<file path="src/rtl/mem_arb_pkg.sv">
// mem_arb_pkg: state encoding and default sizing shared by mem_arbiter and rr_arbiter.
package mem_arb_pkg;

  typedef enum logic [1:0] {
    IDLE  = 2'd0,
    ISSUE = 2'd1,
    WAIT  = 2'd2,
    RESP  = 2'd3
  } arb_state_t;

  localparam int NUM_REQ_DEFAULT = 2;
  localparam int ADDR_W_DEFAULT  = 4;
  localparam int DATA_W_DEFAULT  = 32;
  localparam int TIMEOUT_DEFAULT = 15;

  // Width of an index able to address n items; never narrower than one bit.
  function automatic int idx_width(input int n);
    return (n > 1) ? $clog2(n) : 1;
  endfunction

endpackage

</file>
<file path="src/rtl/mem_arbiter_rr.sv">
// rr_arbiter: combinational round-robin pick. Scans the request vector upward
// from ptr with wrap-around and returns the first hit as one-hot and as index.
module rr_arbiter
  import mem_arb_pkg::*;
#(
  parameter int NUM_REQ = NUM_REQ_DEFAULT,
  parameter int IDX_W   = idx_width(NUM_REQ_DEFAULT)
) (
  input  logic [NUM_REQ-1:0] req,
  input  logic [IDX_W-1:0]   ptr,
  output logic [NUM_REQ-1:0] grant,
  output logic [IDX_W-1:0]   grant_idx,
  output logic               grant_any
);

  logic [IDX_W:0]   sum_s;
  logic [IDX_W:0]   wrap_s;
  logic [IDX_W-1:0] cand_s;
  logic             hit_s;

  // Walk the candidates in priority order; the first requesting one wins.
  always_comb begin
    grant     = '0;
    grant_idx = '0;
    grant_any = 1'b0;
    sum_s     = '0;
    wrap_s    = '0;
    cand_s    = '0;
    hit_s     = 1'b0;
    for (int i = 0; i < NUM_REQ; i++) begin
      sum_s         = {1'b0, ptr} + (IDX_W+1)'(i);
      wrap_s        = sum_s - (IDX_W+1)'(NUM_REQ);
      cand_s        = (sum_s >= (IDX_W+1)'(NUM_REQ)) ? wrap_s[IDX_W-1:0] : sum_s[IDX_W-1:0];
      hit_s         = !grant_any && req[cand_s];
      grant[cand_s] = grant[cand_s] | hit_s;
      grant_idx     = hit_s ? cand_s : grant_idx;
      grant_any     = grant_any | hit_s;
    end
  end

endmodule

</file>
<file path="src/rtl/mem_arbiter.sv">
// mem_arbiter: round-robin arbiter/sequencer in front of a single-port memory.
// One transaction in flight: IDLE (grant) -> ISSUE (one enable pulse) ->
// WAIT (reads only, until valid_out) -> RESP (one-cycle completion strobe).
// Optional build macro MEM_ARB_TIMEOUT_EN bounds WAIT to TIMEOUT cycles and
// reports an expired wait through rsp_err.
module mem_arbiter
  import mem_arb_pkg::*;
#(
  parameter int NUM_REQ = NUM_REQ_DEFAULT,
  parameter int ADDR_W  = ADDR_W_DEFAULT,
  parameter int DATA_W  = DATA_W_DEFAULT,
  parameter int TIMEOUT = TIMEOUT_DEFAULT
) (
  input  logic                      clk,
  input  logic                      rst,
  input  logic [NUM_REQ-1:0]        req_valid,
  input  logic [NUM_REQ-1:0]        req_write,
  input  logic [NUM_REQ*ADDR_W-1:0] req_addr,
  input  logic [NUM_REQ*DATA_W-1:0] req_wdata,
  output logic [NUM_REQ-1:0]        req_ready,
  output logic [NUM_REQ-1:0]        rsp_valid,
  output logic [DATA_W-1:0]         rsp_rdata,
  output logic                      rsp_err,
  output logic                      busy,
  output logic                      mem_read_enable,
  output logic                      mem_write_enable,
  output logic [ADDR_W-1:0]         mem_addr,
  output logic [DATA_W-1:0]         mem_data_in,
  input  logic [DATA_W-1:0]         mem_data_out,
  input  logic                      mem_valid_out
);

  localparam int IDX_W = idx_width(NUM_REQ);

  arb_state_t         state_r, state_next_s;
  logic [IDX_W-1:0]   rr_ptr_r, rr_ptr_next_s;
  logic [IDX_W-1:0]   owner_r, owner_next_s;
  logic               write_r, write_next_s;
  logic               rd_en_r, rd_en_next_s;
  logic               wr_en_r, wr_en_next_s;
  logic [ADDR_W-1:0]  addr_r, addr_next_s;
  logic [DATA_W-1:0]  wdata_r, wdata_next_s;
  logic [NUM_REQ-1:0] rsp_valid_r, rsp_valid_next_s;
  logic [DATA_W-1:0]  rsp_rdata_r, rsp_rdata_next_s;
  logic               rsp_err_r, rsp_err_next_s;
  logic               busy_r, busy_next_s;

  logic [NUM_REQ-1:0] grant_s;
  logic [IDX_W-1:0]   grant_idx_s;
  logic               grant_any_s;
  logic               accept_s;

`ifdef MEM_ARB_TIMEOUT_EN
  localparam int CNT_W = idx_width(TIMEOUT + 1);
  logic [CNT_W-1:0] wait_cnt_r, wait_cnt_next_s;
`else
  // TIMEOUT only shapes the bounded-wait build; keep it referenced here.
  logic unused_timeout_s;
  assign unused_timeout_s = (TIMEOUT > 0);
`endif

  rr_arbiter #(
    .NUM_REQ (NUM_REQ),
    .IDX_W   (IDX_W)
  ) u_rr_arbiter (
    .req       (req_valid),
    .ptr       (rr_ptr_r),
    .grant     (grant_s),
    .grant_idx (grant_idx_s),
    .grant_any (grant_any_s)
  );

  // A grant happens only in IDLE, and reset in the same cycle suppresses it.
  assign accept_s  = (state_r == IDLE) && grant_any_s && !rst;
  assign req_ready = accept_s ? grant_s : '0;

  assign rsp_valid        = rsp_valid_r;
  assign rsp_rdata        = rsp_rdata_r;
  assign rsp_err          = rsp_err_r;
  assign busy             = busy_r;
  assign mem_read_enable  = rd_en_r;
  assign mem_write_enable = wr_en_r;
  assign mem_addr         = addr_r;
  assign mem_data_in      = wdata_r;

  // Next state plus next value of every registered output.
  always_comb begin
    state_next_s     = state_r;
    rr_ptr_next_s    = rr_ptr_r;
    owner_next_s     = owner_r;
    write_next_s     = write_r;
    addr_next_s      = addr_r;
    wdata_next_s     = wdata_r;
    rd_en_next_s     = 1'b0;
    wr_en_next_s     = 1'b0;
    rsp_valid_next_s = '0;
    rsp_rdata_next_s = '0;
    rsp_err_next_s   = 1'b0;
`ifdef MEM_ARB_TIMEOUT_EN
    wait_cnt_next_s  = '0;
`endif
    case (state_r)
      IDLE: begin
        if (accept_s) begin
          state_next_s  = ISSUE;
          owner_next_s  = grant_idx_s;
          write_next_s  = req_write[grant_idx_s];
          addr_next_s   = req_addr[grant_idx_s*ADDR_W +: ADDR_W];
          wdata_next_s  = req_wdata[grant_idx_s*DATA_W +: DATA_W];
          rr_ptr_next_s = (grant_idx_s == IDX_W'(NUM_REQ - 1)) ? '0 : grant_idx_s + IDX_W'(1);
          wr_en_next_s  = req_write[grant_idx_s];
          rd_en_next_s  = !req_write[grant_idx_s];
        end else begin
          state_next_s  = IDLE;
        end
      end
      ISSUE: begin
        if (write_r) begin
          state_next_s              = RESP;
          rsp_valid_next_s[owner_r] = 1'b1;
        end else begin
          state_next_s              = WAIT;
        end
      end
      WAIT: begin
        if (mem_valid_out) begin
          state_next_s              = RESP;
          rsp_valid_next_s[owner_r] = 1'b1;
          rsp_rdata_next_s          = mem_data_out;
        end else begin
`ifdef MEM_ARB_TIMEOUT_EN
          if (wait_cnt_r == CNT_W'(TIMEOUT - 1)) begin
            state_next_s              = RESP;
            rsp_valid_next_s[owner_r] = 1'b1;
            rsp_err_next_s            = 1'b1;
          end else begin
            wait_cnt_next_s           = wait_cnt_r + CNT_W'(1);
          end
`else
          state_next_s = WAIT;
`endif
        end
      end
      RESP: begin
        state_next_s = IDLE;
      end
      default: begin
        state_next_s = IDLE;
      end
    endcase
    busy_next_s = (state_next_s != IDLE);
  end

  // State, round-robin pointer, latched request and registered outputs.
  always_ff @(posedge clk) begin
    if (rst) begin
      state_r     <= IDLE;
      rr_ptr_r    <= '0;
      owner_r     <= '0;
      write_r     <= 1'b0;
      rd_en_r     <= 1'b0;
      wr_en_r     <= 1'b0;
      addr_r      <= '0;
      wdata_r     <= '0;
      rsp_valid_r <= '0;
      rsp_rdata_r <= '0;
      rsp_err_r   <= 1'b0;
      busy_r      <= 1'b0;
    end else begin
      state_r     <= state_next_s;
      rr_ptr_r    <= rr_ptr_next_s;
      owner_r     <= owner_next_s;
      write_r     <= write_next_s;
      rd_en_r     <= rd_en_next_s;
      wr_en_r     <= wr_en_next_s;
      addr_r      <= addr_next_s;
      wdata_r     <= wdata_next_s;
      rsp_valid_r <= rsp_valid_next_s;
      rsp_rdata_r <= rsp_rdata_next_s;
      rsp_err_r   <= rsp_err_next_s;
      busy_r      <= busy_next_s;
    end
  end

`ifdef MEM_ARB_TIMEOUT_EN
  // Cycles spent in WAIT for the current read.
  always_ff @(posedge clk) begin
    if (rst) begin
      wait_cnt_r <= '0;
    end else begin
      wait_cnt_r <= wait_cnt_next_s;
    end
  end
`endif

endmodule

</file>
<file path="config.mk">
export PLATFORM = sky130hd
export DESIGN_NAME = mem_arbiter
export DESIGN_NICKNAME = d
export VERILOG_FILES = /design/src/rtl/mem_arb_pkg.sv /design/src/rtl/mem_arbiter_rr.sv /design/src/rtl/mem_arbiter.sv
export SDC_FILE = /design/constraint.sdc
export NUM_CORES = 1
export LEC_CHECK = 0
export CORE_MARGIN = 10
export CORE_UTILIZATION = 30
export CTS_BUF_LIST = sky130_fd_sc_hd__clkbuf_8
export CTS_CLUSTER_DIAMETER = 200
export DETAILED_ROUTE_END_ITERATION = 8
export GPL_ROUTABILITY_DRIVEN = 0
export PLACE_DENSITY = 0.68
export REMOVE_ABC_BUFFERS = 1
export SYNTH_ARGS = -nofsm -noshare
export SYNTH_HDL_FRONTEND = slang
export SYNTH_SLANG_ARGS = --single-unit
</file>
<file path="constraint.sdc">
create_clock -name clk -period 2.8 [get_ports clk]
set_input_delay 0.56 -clock clk [delete_from_list [all_inputs] [get_ports clk]]
set_output_delay 0.56 -clock clk [all_outputs]
set_load 0.02 [all_outputs]
</file>
======== Yosys cells after proc, flatten, opt, wreduce, memory -nomap -nowiden ========
Index checks and enable logic that the tools add are counted.
W data, S select, Z words.
storage, ports and cells
  flip-flop bits (word level) ............. 78
operators by class
  bitwise gates (word level) .............. 8
  equal/unequal tests ..................... 3
  shifts and indexed selects .............. 2
  muxes and demuxes ....................... 29
  $add $sub $neg .......................... 4
  magnitude comparators ................... 9
  reductions and logical operators ........ 14
operators with widths
  cell                   number
  $shiftx A64 B7 Y32     1
  $mux W1                20
  $lt A1 B2 Y1 const B   4
  $pmux W2 S4            1
  $shiftx A8 B4 Y4       1
  $logic_and A1 B1 Y1    6
  $mux W2                3
  $reduce_or A3 Y1       2
  $eq A2 B2 Y1 const B   2
  $not A1 Y1             4
  $pmux W2 S2            1
  $demux W1 S1           3
  $ge A1 B1 Y1 const B   3
  $logic_not A1 Y1       3
  $or A1 B1 Y1           3
  $add A1 B1 Y2 const B  1
  $and A2 B2 Y2          1
  $bwmux W2              1
  $eq A2 B1 Y1 const B   1
  $ge A1 B2 Y1 const B   1
  $ge A2 B2 Y1 const B   1
  $logic_not A2 Y1       1
  $reduce_and A2 Y1      1
  $reduce_bool A2 Y1     1
  other kinds (2)        3

======== Depth between registers and ports, before layout ========
Gate-level depths: netlist (run 1).
  depth after elaboration ................. 12
  gate-level depth with buffers ........... 7
  mapped depth without buffers ............ 5

======== Modules after synthesis ========
Synthesis (run 1) repeated with hierarchy kept, for this count alone.
second synthesis, totals
  cells, all modules ...................... 285
  area total of the unflattened synthesis .. 3179.3 µm²
by module, submodules not included
  module       times used  cells each  seq. area each (µm²)  area an instance (µm²)
  mem_arbiter  1           280         1561.5                3146.8
  rr_arbiter   1           5           0.0                   32.5

======== Worst setup path after synthesis (run 1) ========
No wires, ideal clock.
  path type ............................... input port to output port
  start ................................... input rst
  end ..................................... output req_ready[0]
  stages on the path ...................... 4
  arrival ................................. 1.378 ns
  required time ........................... 2.240 ns
  path slack .............................. 0.862 ns
  path buffers ............................ 2
  cells stage by stage .................... buf_2 nor2b_2 and3_1 clkbuf_1
between the ends
  word-level cells in the longest chain between the ends .. 3
ends and longest elaborated chain
  item                 line               source
  start: declaration   mem_arbiter.sv:15  input logic rst,
  $logic_not A1 Y1     mem_arbiter.sv:74  assign accept_s = (state_r == IDLE) && grant_any_s && !rst;
  $logic_and A1 B1 Y1  mem_arbiter.sv:74
  $mux W2              mem_arbiter.sv:75  assign req_ready = accept_s ? grant_s : '0;
  end: declaration     mem_arbiter.sv:20  output logic [NUM_REQ-1:0] req_ready,
No other way between the ends.

======== Worst setup path after layout (run 1) ========
  start ................................... register state_r[0]
  end ..................................... output req_ready[0]
between the ends
  word-level cells in the longest chain between the ends .. 4
ends and longest elaborated chain
  item                              line                source
  start: declaration                mem_arbiter.sv:35   arb_state_t state_r, state_next_s;
  start signal: assignment          mem_arbiter.sv:170  state_r <= state_next_s;
  $logic_not A2 Y1                  mem_arbiter.sv:74
  $logic_and A1 B1 Y1 (2 in a row)  mem_arbiter.sv:74
  $mux W2                           mem_arbiter.sv:75
No other way between the ends.

==> impl_summary.log, run 1 <==
[metrics] Peak Freq: 388 MHz
[metrics] height of the die: 123 um
[metrics] pre-CTS setup slack: 0.0702 ns
[metrics] P&R area growth vs syn: 67.6%
[metrics] Reg2Reg Capture Point: mem_data_in[28]
[metrics] hold violation count in the final report: 0
[metrics] cell taking the most area after synthesis: sky130_fd_sc_hd__dfxtp_1
[metrics] final instance count without filler cells: 631
[metrics] Setup-failing EPs final: 0
[metrics] classification of the worst setup path: flip-flop to output pin
[metrics] setup repair after global routing missed its margin: false
[metrics] kind of end point of the critical path: output pin
[metrics] share of the yosys chip area belonging to registers: 48.9%
[metrics] I/O pins: 187
[metrics] CTS sink cnt: 78
[metrics] first-pass GRT wire length: 17900 um
[metrics] timing startpoint of the critical path: state_r[0]
[metrics] total wire length after detailed routing: 12200 um
[metrics] run status: finished clean
[metrics] Max Slew Vio Count: 0
[metrics] Tot Pwr: 4.12 mW
[metrics] Antenna Nets Post-Route: 0
[metrics] DIE WIDTH: 123 um
[metrics] top post-synthesis cells by area: sky130_fd_sc_hd__dfxtp_1, sky130_fd_sc_hd__a311oi_2, sky130_fd_sc_hd__and2_1, sky130_fd_sc_hd__a21oi_1, sky130_fd_sc_hd__nand3_1
[metrics] flip-flop and latch count after synthesis: 78
[metrics] clock latency at the later pin of the worst-skew pair: 0.35 ns
[metrics] period utilization: 92.1%
[metrics] Clk pin slew, worst setup/hold paths: 0.08 ns
[metrics] Worst Clk Skew: 0.00424 ns
[metrics] Worst EP required: 2.24 ns
[metrics] Rel. slew slack: 36.9%
[metrics] number of distinct library cells after synthesis: 29
[metrics] Worst R2R Start: state_r[0]
[metrics] total number of vias: 3130
[metrics] Congestion Overflow GR: 0
[metrics] Finished Core Util: 51.8%
[metrics] ant diodes: 0
[metrics] static leakage power: 1.91 nW
[metrics] synth warn: 0
[metrics] maximum VDD drop: 0.400 mV
[metrics] maximum root-to-sink buffer count: 2
[metrics] quantity of gates resized following cts: 0
[metrics] starting density of the core: 30.9%
[metrics] power per standard cell area: 770 nW/um^2
[metrics] Worst Hold Class: flip-flop to flip-flop
[metrics] max-cap check violation count: 0
[metrics] Cell Rows: 37
[metrics] cts hold-fix bufs: 0
[metrics] combined area of all synthesized cells: 3190 sq um
[metrics] vias in the first global route: 3080
[metrics] Register-to-Register Path Depth: 6
[metrics] DRC violation count after routing: 0
[metrics] H-tree depth: 3
[metrics] Post-Place Cells: 615
[metrics] total CTS buffers: 9
[metrics] post-synthesis instance total: 318
[metrics] source of the worst hold timing path: owner_r
[metrics] Final HPWL DP: 9180 um
[metrics] clk root buf: sky130_fd_sc_hd__clkbuf_8
[metrics] routed wirelength normalized by instance count: 19.3 um
[metrics] post-detailed-route via-to-cell ratio: 4.96
[metrics] placed instance area: 5120 sq um
[metrics] Detailed Route Iter0 Violations: 224
[metrics] pin count of the biggest net entering global routing: 44
[metrics] met1 capacity usage during global routing: 18.4%
[metrics] Worst Tran Pin Value: 0.946 ns
[metrics] Min Clock Period, post-route: 2.58 ns
[metrics] CP endpoint: req_ready[0]
[metrics] setup slack of the worst register-to-register path: 0.37 ns
[metrics] layer with the highest usage: met2
[metrics] initial antenna violation count: 0
[metrics] data arrival at the endpoint of the critical path: 2.02 ns
[metrics] share of the synthesized area in the top cell type: 48.9%
[metrics] gr usage total: 15.3%
[metrics] met2 global-route usage: 24.7%
[metrics] Startpoint Class: flip-flop
[metrics] total die area: 15200 sq um
[metrics] post-route cell area: 5350 sq um
[metrics] count of input and output buffers: 185
[metrics] synthesized area per cell: 10.0 sq um
[metrics] top fanout value on the critical path: 3
[metrics] layout cell share with drive strength beyond 1: 12.3%
[metrics] clock tree from TritonCTS: built
[metrics] setup slack of the critical path after layout: 0.221 ns
[metrics] GR Util met3: 5.56%
[metrics] count of nets after finishing: 605
[metrics] post-CTS repair timing setup buffer count: 0
[metrics] TritonRoute pass-1 iters: 4
[metrics] placeable core region: 10300 sq um
==> registers in the layout, indices dropped and copies added (netlist names) <==
name              count
mem_data_in          32
rsp_rdata            32
mem_addr              4
rsp_valid             2
state_r               2
busy                  1
mem_read_enable       1
mem_write_enable      1
owner_r               1
rr_ptr_r              1
write_r               1
==> synth_stat cells <==
cell / number
sky130_fd_sc_hd__a21boi_0: 1
sky130_fd_sc_hd__a21o_1: 1
sky130_fd_sc_hd__a21oi_1: 32
sky130_fd_sc_hd__a221o_1: 6
sky130_fd_sc_hd__a22o_1: 1
sky130_fd_sc_hd__a311oi_1: 2
sky130_fd_sc_hd__a311oi_2: 29
sky130_fd_sc_hd__and2_1: 33
sky130_fd_sc_hd__and3_1: 4
sky130_fd_sc_hd__buf_1: 2
sky130_fd_sc_hd__buf_2: 4
sky130_fd_sc_hd__buf_4: 1
sky130_fd_sc_hd__buf_6: 5
sky130_fd_sc_hd__clkbuf_1: 25
sky130_fd_sc_hd__conb_1: 1
sky130_fd_sc_hd__dfxtp_1: 78
sky130_fd_sc_hd__ha_1: 4
sky130_fd_sc_hd__inv_1: 4
sky130_fd_sc_hd__mux2i_1: 1
sky130_fd_sc_hd__nand2_1: 3
sky130_fd_sc_hd__nand2b_1: 2
sky130_fd_sc_hd__nand3_1: 32
sky130_fd_sc_hd__nor2_1: 5
sky130_fd_sc_hd__nor2b_1: 2
sky130_fd_sc_hd__nor2b_2: 1
sky130_fd_sc_hd__nor3b_1: 6
sky130_fd_sc_hd__o21a_1: 1
sky130_fd_sc_hd__o21ai_0: 31
sky130_fd_sc_hd__or2_0: 1
==> worst max-delay path, cell delays in order, from the launching register on <==
cell	delay, ns
sky130_fd_sc_hd__dfxtp_1	0.32
sky130_fd_sc_hd__inv_1	0.10
sky130_fd_sc_hd__ha_1	0.22
sky130_fd_sc_hd__nor2b_2	0.19
sky130_fd_sc_hd__and3_1	0.20
sky130_fd_sc_hd__clkdlybuf4s50_1	0.63
==> routing by layer <==
metal,routed length [um],vias up
met5,0,-
met4,154,0
met3,1340,12
met2,5540,168
met1,5160,1462
li1,-,1488
==> stage by stage <==
stage / TNS (ns) / hold slack (ns)
CTS: 0 / 0.471
global route: 0 / 0.494
global placement: 0 / 0.444
finish: 0 / 0.465
detailed placement: 0 / 0.444
floorplan: -3.02 / 0.404
==> cells by family (layout without fill, tap and decap cells) <==
| family | count (synthesis) | after routing | synth area share, % |
|---|---|---|---|
| buffers and inverters | 41 | 218 | 6.27 |
| AND/OR/NAND/NOR | 89 | 89 | 15.9 |
| flip-flops | 78 | 78 | 48.9 |
| multiplexers | 1 | 1 | 0.314 |
| other | 1 | 1 | 0.117 |
| adder cells (fa/ha/maj) | 4 | 4 | 1.57 |
| AO/OA/AOI/OAI | 104 | 104 | 26.9 |
==> where the power goes <==
part | internal [mW] | total [mW] | switching (mW)
clock | 0.523 | 0.941 | 0.418
combinational | 0.812 | 1.74 | 0.924
sequential | 1.33 | 1.44 | 0.108
total | 2.67 | 4.12 | 1.45
==> layout make-up <==
| class | instances | area [sq um] |
|---|---|---|
| timing repair buffer | 198 | 1940 |
| tap | 136 | 170 |
| clock buffer | 10 | 138 |
| multi-input combinational | 199 | 1430 |
| inverter | 4 | 15.0 |
| fill | 933 | 4970 |
| clock inverter | 6 | 86.3 |
| sequential | 78 | 1560 |
==> worst min path at each step <==
stage	to	slack [ns]	depth (start not counted)
floorplan	rsp_valid[0]	0.40	1
global placement	rsp_valid[0]	0.44	1
detailed placement	rsp_valid[0]	0.44	1
CTS	rsp_valid[0]	0.47	1
global route	rsp_valid[0]	0.49	1
finish	rsp_valid[0]	0.46	1
==> cells in the final DEF, fill, tap and decap left out, types with 4 or more instances in the layout <==
master	n
sky130_fd_sc_hd__a21oi_1	32
sky130_fd_sc_hd__a221o_1	6
sky130_fd_sc_hd__a311oi_2	29
sky130_fd_sc_hd__and2_1	32
sky130_fd_sc_hd__and3_1	4
sky130_fd_sc_hd__buf_4	13
sky130_fd_sc_hd__clkbuf_8	10
sky130_fd_sc_hd__clkdlybuf4s50_1	184
sky130_fd_sc_hd__dfxtp_1	78
sky130_fd_sc_hd__ha_1	4
sky130_fd_sc_hd__inv_1	5
sky130_fd_sc_hd__nand3_1	32
sky130_fd_sc_hd__nor2_1	5
sky130_fd_sc_hd__nor3b_1	6
sky130_fd_sc_hd__o21ai_0	31
Note: power is estimated with default switching activity, not from simulation.
==> inputs of run 2 (changes only) <==
--- a/config.mk
+++ b/config.mk
@@ -5,6 +5,7 @@
 export SDC_FILE = /design/constraint.sdc
 export NUM_CORES = 1
 export LEC_CHECK = 0
+export CORE_ASPECT_RATIO = 1.4
 export CORE_MARGIN = 10
 export CORE_UTILIZATION = 30
 export CTS_BUF_LIST = sky130_fd_sc_hd__clkbuf_8
@@ -12,7 +13,6 @@
 export DETAILED_ROUTE_END_ITERATION = 8
 export GPL_ROUTABILITY_DRIVEN = 0
 export PLACE_DENSITY = 0.68
-export REMOVE_ABC_BUFFERS = 1
 export SYNTH_ARGS = -nofsm -noshare
 export SYNTH_HDL_FRONTEND = slang
 export SYNTH_SLANG_ARGS = --single-unit
==> run 2 against run 1 <==
Non-clock buffer count fell by 2. Critical path depth unchanged. Sequential share of layout area hardly changed. Register-to-register slack hardly changed. Global-route usage down 0.95 points.
==> impl_summary.log, run 2 (same netlist as run 1, synthesis figures left out) <==
[metrics] Worst Clk Skew: 0.0102 ns (was 0.00424 ns)
[metrics] cts hold-fix bufs: 0 (unchanged)
[metrics] quantity of gates resized following cts: 0 (unchanged)
[metrics] kind of end point of the critical path: output pin (unchanged)
[metrics] Congestion Overflow GR: 0 (unchanged)
[metrics] Startpoint Class: flip-flop (unchanged)
[metrics] TritonRoute pass-1 iters: 4 (unchanged)
[metrics] pre-CTS setup slack: 0.0465 ns (was 0.0702 ns)
[metrics] cell depth of the worst hold path: 1 (unchanged)
[metrics] H-tree depth: 3 (unchanged)
[metrics] total wire length after detailed routing: 11200 um (was 12200 um)
[metrics] total die area: 15200 sq um (about the same)
[metrics] Worst Tran Pin Value: 0.911 ns (was 0.946 ns)
[metrics] Final HPWL DP: 8560 um (was 9180 um)
[metrics] post-CTS repair timing setup buffer count: 0 (unchanged)
[metrics] largest incremental delay on the critical path: 0.64 ns (was 0.63 ns)
[metrics] ant diodes: 0 (unchanged)
[metrics] crit-path cells: inv_1 > ha_1 > nor2b_2 > and3_1 > clkdlybuf4s50_1 (unchanged)
[metrics] top fanout value on the critical path: 4 (was 3)
[metrics] master of the slowest instance on the critical path: sky130_fd_sc_hd__clkdlybuf4s50_1 (unchanged)
[metrics] fill cell total of the finished layout: 948 (was 933)
[metrics] max-cap check violation count: 0 (unchanged)
[metrics] setup slack of the critical path after layout: 0.150 ns (was 0.221 ns)
[metrics] Clk pin slew, worst setup/hold paths: 0.08 ns (about the same)
[metrics] most common cell after layout, fill and taps aside: sky130_fd_sc_hd__clkdlybuf4s50_1 (unchanged)
[metrics] DRC violation count after routing: 0 (unchanged)
[metrics] clk root buf: sky130_fd_sc_hd__clkbuf_8 (unchanged)
[metrics] static leakage power: 1.91 nW (about the same)
[metrics] syn nets: 433
[metrics] Max Slew Vio Count: 0 (unchanged)
[metrics] post-detailed-route via-to-cell ratio: 4.81 (was 4.96)
[metrics] I/O pins: 187 (unchanged)
[metrics] DIE WIDTH: 107 um (was 123 um)
[metrics] hold violation count in the final report: 0 (unchanged)
[metrics] count of nets after finishing: 603 (was 605)
[metrics] Post-Place Cells: 615 (unchanged)
[metrics] final instance count without filler cells: 631 (unchanged)
[metrics] P&R area growth vs syn: 67.4% (was 67.6%)
[metrics] height of the die: 142 um (was 123 um)
[metrics] vias in the first global route: 3258 (was 3080)
[metrics] Peak Freq: 377 MHz (was 388 MHz)
[metrics] maximum root-to-sink buffer count: 2 (unchanged)
[metrics] Worst EP required: 2.24 ns (about the same)
[metrics] total CTS buffers: 9 (unchanged)
[metrics] pin count of the biggest net entering global routing: 44 (unchanged)
[metrics] starting density of the core: 30.7% (was 30.9%)
[metrics] summed negative setup slack over all endpoints: 0 ns (unchanged)
[metrics] initial antenna violation count: 0 (unchanged)
[metrics] power per standard cell area: 771 nW/um^2 (was 770 nW/um^2)
[metrics] Rel. slew slack: 39.3% (was 36.9%)
[metrics] Register-to-Register Path Depth: 6 (unchanged)
[metrics] Cell Rows: 44 (was 37)
[metrics] top library cells by usage in the layout, fill and taps aside: sky130_fd_sc_hd__clkdlybuf4s50_1, sky130_fd_sc_hd__dfxtp_1, sky130_fd_sc_hd__and2_1, sky130_fd_sc_hd__nand3_1, sky130_fd_sc_hd__a21oi_1 (unchanged)
[metrics] layout cell share with drive strength beyond 1: 12.2% (was 12.3%)
[metrics] classification of the worst setup path: flip-flop to output pin (unchanged)
[metrics] period utilization: 94.7% (was 92.1%)
[metrics] clock latency at the later pin of the worst-skew pair: 0.35 ns (about the same)
[metrics] placed instance area: 5110 sq um (was 5120 sq um)
[metrics] Tot Pwr: 4.12 mW (about the same)
[metrics] count of input and output buffers: 185 (unchanged)
[metrics] clock tree from TritonCTS: built (unchanged)
[metrics] placeable core region: 10400 sq um (was 10300 sq um)
[metrics] Setup-failing EPs final: 0 (unchanged)
[metrics] CTS sink cnt: 78 (unchanged)
[metrics] Worst Hold Class: flip-flop to flip-flop (unchanged)
[metrics] routed wirelength normalized by instance count: 17.7 um (was 19.3 um)
[metrics] total number of vias: 3032 (was 3130)
[metrics] run status: finished clean (unchanged)
[metrics] setup repair after global routing missed its margin: false (unchanged)
[metrics] data arrival at the endpoint of the critical path: 2.09 ns (was 2.02 ns)
[metrics] gr usage total: 14.3% (was 15.3%)
[metrics] Min Clock Period, post-route: 2.65 ns (was 2.58 ns)
[metrics] Antenna Nets Post-Route: 0 (unchanged)
[metrics] first-pass GRT wire length: 17300 um (was 17900 um)
[metrics] Detailed Route Iter0 Violations: 116 (was 224)
[metrics] maximum VDD drop: 0.321 mV (was 0.400 mV)
[metrics] post-route cell area: 5340 sq um (was 5350 sq um)
-- run 2: path summary, 6_finish.rpt --
path | end | slack [ns] | startpoint
worst min-delay path | rsp_valid[0] | 0.44 | owner_r
worst max-delay path | req_ready[1] | 0.15 | state_r[1]
worst min register to register | rsp_valid[0] | 0.44 | owner_r
worst max register to register | mem_data_in[3] | 0.37 | state_r[1]
-- run 2: cell type report --
type	count	area, sq um	share of cell area (%)
repair buffers	196	1930	36.1
flip-flops and latches	78	1560	29.2
multi-input cells	199	1430	26.8
well taps	138	173	3.23
clock buffers	10	138	2.58
clock inverters	6	93.8	1.76
inverters	4	15.0	0.281
-- run 2: power breakdown --
| part | switching (mW) | internal (mW) |
|---|---|---|
| Combinational | 0.908 | 0.809 |
| Sequential | 0.111 | 1.33 |
| Clock | 0.425 | 0.532 |
-- run 2: routing by layer --
metal  global-route usage [%]  wire [um]  vias up
li1                         -          -     1484
met1                     15.3       4460     1387
met4                     7.29        291        0
met2                     24.2       5320      143
met3                     5.21       1120       18
met5                        0          0        -
-- run 2: through the flow --
stage / hold WS [ns] / util, %
detailed placement: 0.439 / 49.1
global placement: 0.444 / 49.1
floorplan: 0.404 / -
global route: 0.467 / 51.4
finish: 0.443 / 51.4
CTS: 0.459 / 51.4
-- run 2: worst max-delay path, delay by kind of cell (launching register included) --
| family | cells | cell delay (ns) |
|---|---|---|
| DFF | 1 | 0.33 |
| and+or+nand+nor | 2 | 0.46 |
| buffers and inverters | 2 | 0.74 |
| adders and majority gates | 1 | 0.21 |
==> inputs of run 3 (changes only) <==
--- a/config.mk
+++ b/config.mk
@@ -6,7 +6,7 @@
 export NUM_CORES = 1
 export LEC_CHECK = 0
 export CORE_ASPECT_RATIO = 1.4
-export CORE_MARGIN = 10
+export CORE_MARGIN = 2
 export CORE_UTILIZATION = 30
 export CTS_BUF_LIST = sky130_fd_sc_hd__clkbuf_8
 export CTS_CLUSTER_DIAMETER = 200
==> run 3 against run 2 <==
Fmax shrank 0.27%. Core utilization grew 0.27 points. Sequential power is essentially flat. Register-to-register slack gained 0.02 ns. Wire length shrank 12%. Non-clock buffer count is the same. Die area shrank 25%. Final cell count is the same. Total power shrank 0.94%. Critical endpoint is now req_ready[0]. Largest power group unchanged.
==> impl_summary.log, run 3 (same netlist as run 1, synthesis figures left out) <==
[metrics] post-detailed-route via-to-cell ratio: 4.86 (was 4.81)
[metrics] quantity of gates resized following cts: 1 (was 0)
[metrics] hold violation count in the final report: 0 (unchanged)
[metrics] max-cap check violation count: 0 (unchanged)
[metrics] Min Clock Period, post-route: 2.66 ns (was 2.65 ns)
[metrics] syn nets: 433 (unchanged)
[metrics] Setup-failing EPs final: 0 (unchanged)
[metrics] Startpoint Class: flip-flop (unchanged)
[metrics] Worst R2R Start: state_r[0] (was state_r[1])
[metrics] static leakage power: 1.94 nW (was 1.91 nW)
[metrics] Congestion Overflow GR: 0 (unchanged)
[metrics] most common cell after layout, fill and taps aside: sky130_fd_sc_hd__clkdlybuf4s50_1 (unchanged)
[metrics] Final HPWL DP: 7280 um (was 8560 um)
[metrics] CTS sink cnt: 78 (unchanged)
[metrics] Worst Tran Pin Value: 0.883 ns (was 0.911 ns)
[metrics] Worst EP required: 2.24 ns (about the same)
[metrics] Rel. slew slack: 41.1% (was 39.3%)
[metrics] pin count of the biggest net entering global routing: 44 (unchanged)
[metrics] CP top delay family: buffers and inverters (unchanged)
[metrics] clock latency at the later pin of the worst-skew pair: 0.34 ns (was 0.35 ns)
[metrics] Worst Clk Skew: 0.00963 ns (was 0.0102 ns)
[metrics] initial antenna violation count: 0 (unchanged)
[metrics] period utilization: 94.9% (was 94.7%)
[metrics] total die area: 11500 sq um (was 15200 sq um)
[metrics] height of the die: 126 um (was 142 um)
[metrics] Max Slew Vio Count: 0 (unchanged)
[metrics] H-tree depth: 3 (unchanged)
[metrics] Cell Rows: 44 (unchanged)
[metrics] count of input and output buffers: 185 (unchanged)
[metrics] ant diodes: 0 (unchanged)
[metrics] Worst Hold Slack: 0.458 ns (was 0.443 ns)
[metrics] starting density of the core: 30.8% (was 30.7%)
[metrics] setup slack of the worst register-to-register path: 0.39 ns (was 0.37 ns)
[metrics] maximum VDD drop: 0.411 mV (was 0.321 mV)
[metrics] power per standard cell area: 763 nW/um^2 (was 771 nW/um^2)
[metrics] post-CTS repair timing setup buffer count: 0 (unchanged)
[metrics] crit-path cells: inv_1 > ha_1 > nor2b_4 > and3_1 > clkdlybuf4s50_1 (was inv_1 > ha_1 > nor2b_2 > and3_1 > clkdlybuf4s50_1)
[metrics] run status: finished clean (unchanged)
[metrics] DIE WIDTH: 91.2 um (was 107 um)
[metrics] Clk pin slew, worst setup/hold paths: 0.08 ns (about the same)
[metrics] top fanout value on the critical path: 8 (was 4)
[metrics] cell depth of the worst hold path: 1 (unchanged)
[metrics] fill cell total of the finished layout: 976 (was 948)
[metrics] cts hold-fix bufs: 0 (unchanged)
[metrics] source of the worst hold timing path: owner_r (unchanged)
[metrics] largest incremental delay on the critical path: 0.62 ns (was 0.64 ns)
[metrics] summed negative setup slack over all endpoints: 0 ns (unchanged)
[metrics] I/O pins: 187 (unchanged)
[metrics] Peak Freq: 376 MHz (was 377 MHz)
[metrics] clk root buf: sky130_fd_sc_hd__clkbuf_8 (unchanged)
[metrics] Register-to-Register Path Depth: 6 (unchanged)
[metrics] Detailed Route Iter0 Violations: 100 (was 116)
[metrics] hold path endpoint: rsp_valid[0] (unchanged)
[metrics] kind of end point of the critical path: output pin (unchanged)
[metrics] total number of vias: 3069 (was 3032)
[metrics] first-pass GRT wire length: 15200 um (was 17300 um)
[metrics] Worst Path Buf+Inv: 2 (unchanged)
[metrics] TritonRoute pass-1 iters: 4 (unchanged)
[metrics] Worst Hold Class: flip-flop to flip-flop (unchanged)
[metrics] top library cells by usage in the layout, fill and taps aside: sky130_fd_sc_hd__clkdlybuf4s50_1, sky130_fd_sc_hd__dfxtp_1, sky130_fd_sc_hd__and2_1, sky130_fd_sc_hd__nand3_1, sky130_fd_sc_hd__a21oi_1 (unchanged)
[metrics] master of the slowest instance on the critical path: sky130_fd_sc_hd__clkdlybuf4s50_1 (unchanged)
[metrics] vias in the first global route: 3035 (was 3258)
[metrics] total CTS buffers: 9 (unchanged)
[metrics] Antenna Nets Post-Route: 0 (unchanged)
[metrics] Reg2Reg Capture Point: mem_data_in[20] (was mem_data_in[3])
[metrics] setup repair after global routing missed its margin: false (unchanged)
[metrics] routed wirelength normalized by instance count: 15.6 um (was 17.7 um)
[metrics] gr usage total: 16.5% (was 14.3%)
[metrics] layout cell share with drive strength beyond 1: 12.0% (was 12.2%)
[metrics] P&R area growth vs syn: 67.4% (unchanged)
[metrics] placeable core region: 10300 sq um (was 10400 sq um)
[metrics] total wire length after detailed routing: 9830 um (was 11200 um)
[metrics] DRC violation count after routing: 0 (unchanged)
[metrics] classification of the worst setup path: flip-flop to output pin (unchanged)
[metrics] clock tree from TritonCTS: built (unchanged)
[metrics] count of nets after finishing: 603 (unchanged)
[metrics] data arrival at the endpoint of the critical path: 2.10 ns (was 2.09 ns)
[metrics] maximum root-to-sink buffer count: 2 (unchanged)
-- run 3: cell types whose count changed in the layout (fill, tap and decap cells not counted), sizes merged --
cell | before | now
clkinvlp | 1 | 0
clkdlybuf4s50 | 184 | 183
clkinv | 2 | 3
dlymetal6s2s | 0 | 1
-- run 3: area by class of cell --
| type | instances | area, sq um | share of cell area (%) |
|---|---|---|---|
| Timing Repair Buffer | 196 | 1930 | 36.2 |
| Sequential cell | 78 | 1560 | 29.2 |
| Multi-Input combinational cell | 199 | 1440 | 26.9 |
| Tap cell | 138 | 173 | 3.23 |
| Clock buffer | 10 | 138 | 2.58 |
| Clock inverter | 6 | 86.3 | 1.62 |
| Inverter | 4 | 15.0 | 0.281 |
-- run 3: worst max path at each step --
stage	endpoint	start	slack (ns)	cells past startpoint
floorplan	req_ready[0]	rst	0.86	4
finish	req_ready[0]	state_r[0]	0.14	5
CTS	req_ready[1]	state_r[0]	0.08	5
detailed placement	mem_data_in[18]	req_valid[1]	0.18	5
global placement	req_ready[1]	req_valid[0]	0.25	4
global route	req_ready[0]	state_r[0]	0.0003	5
-- run 3: report_power, final --
group | switching [mW] | internal, mW
Clock | 0.403 | 0.525
Combinational | 0.891 | 0.813
Sequential | 0.115 | 1.33
-- run 3: per-stage QoR --
step	cell area (sq um)	power, mW	setup slack (ns)	util, %	std cells
2_1_floorplan	3190	2.48	0.862	-	318
3_3_place_gp	5110	3.15	0.249	49.4	615
3_5_place_dp	5110	3.19	0.183	49.4	615
6_report	5340	4.08	0.143	51.6	631
4_1_cts	5340	4.13	0.0808	51.6	631
5_1_grt	5340	4.31	0.000261	51.6	631
-- run 3: layer usage --
layer,GRT usage [%],up-vias,wire length [um]
met5,0,-,0
met4,6.68,0,143
met3,4.01,12,685
met2,30.0,145,5090
met1,18.3,1429,3920
li1,-,1483,-
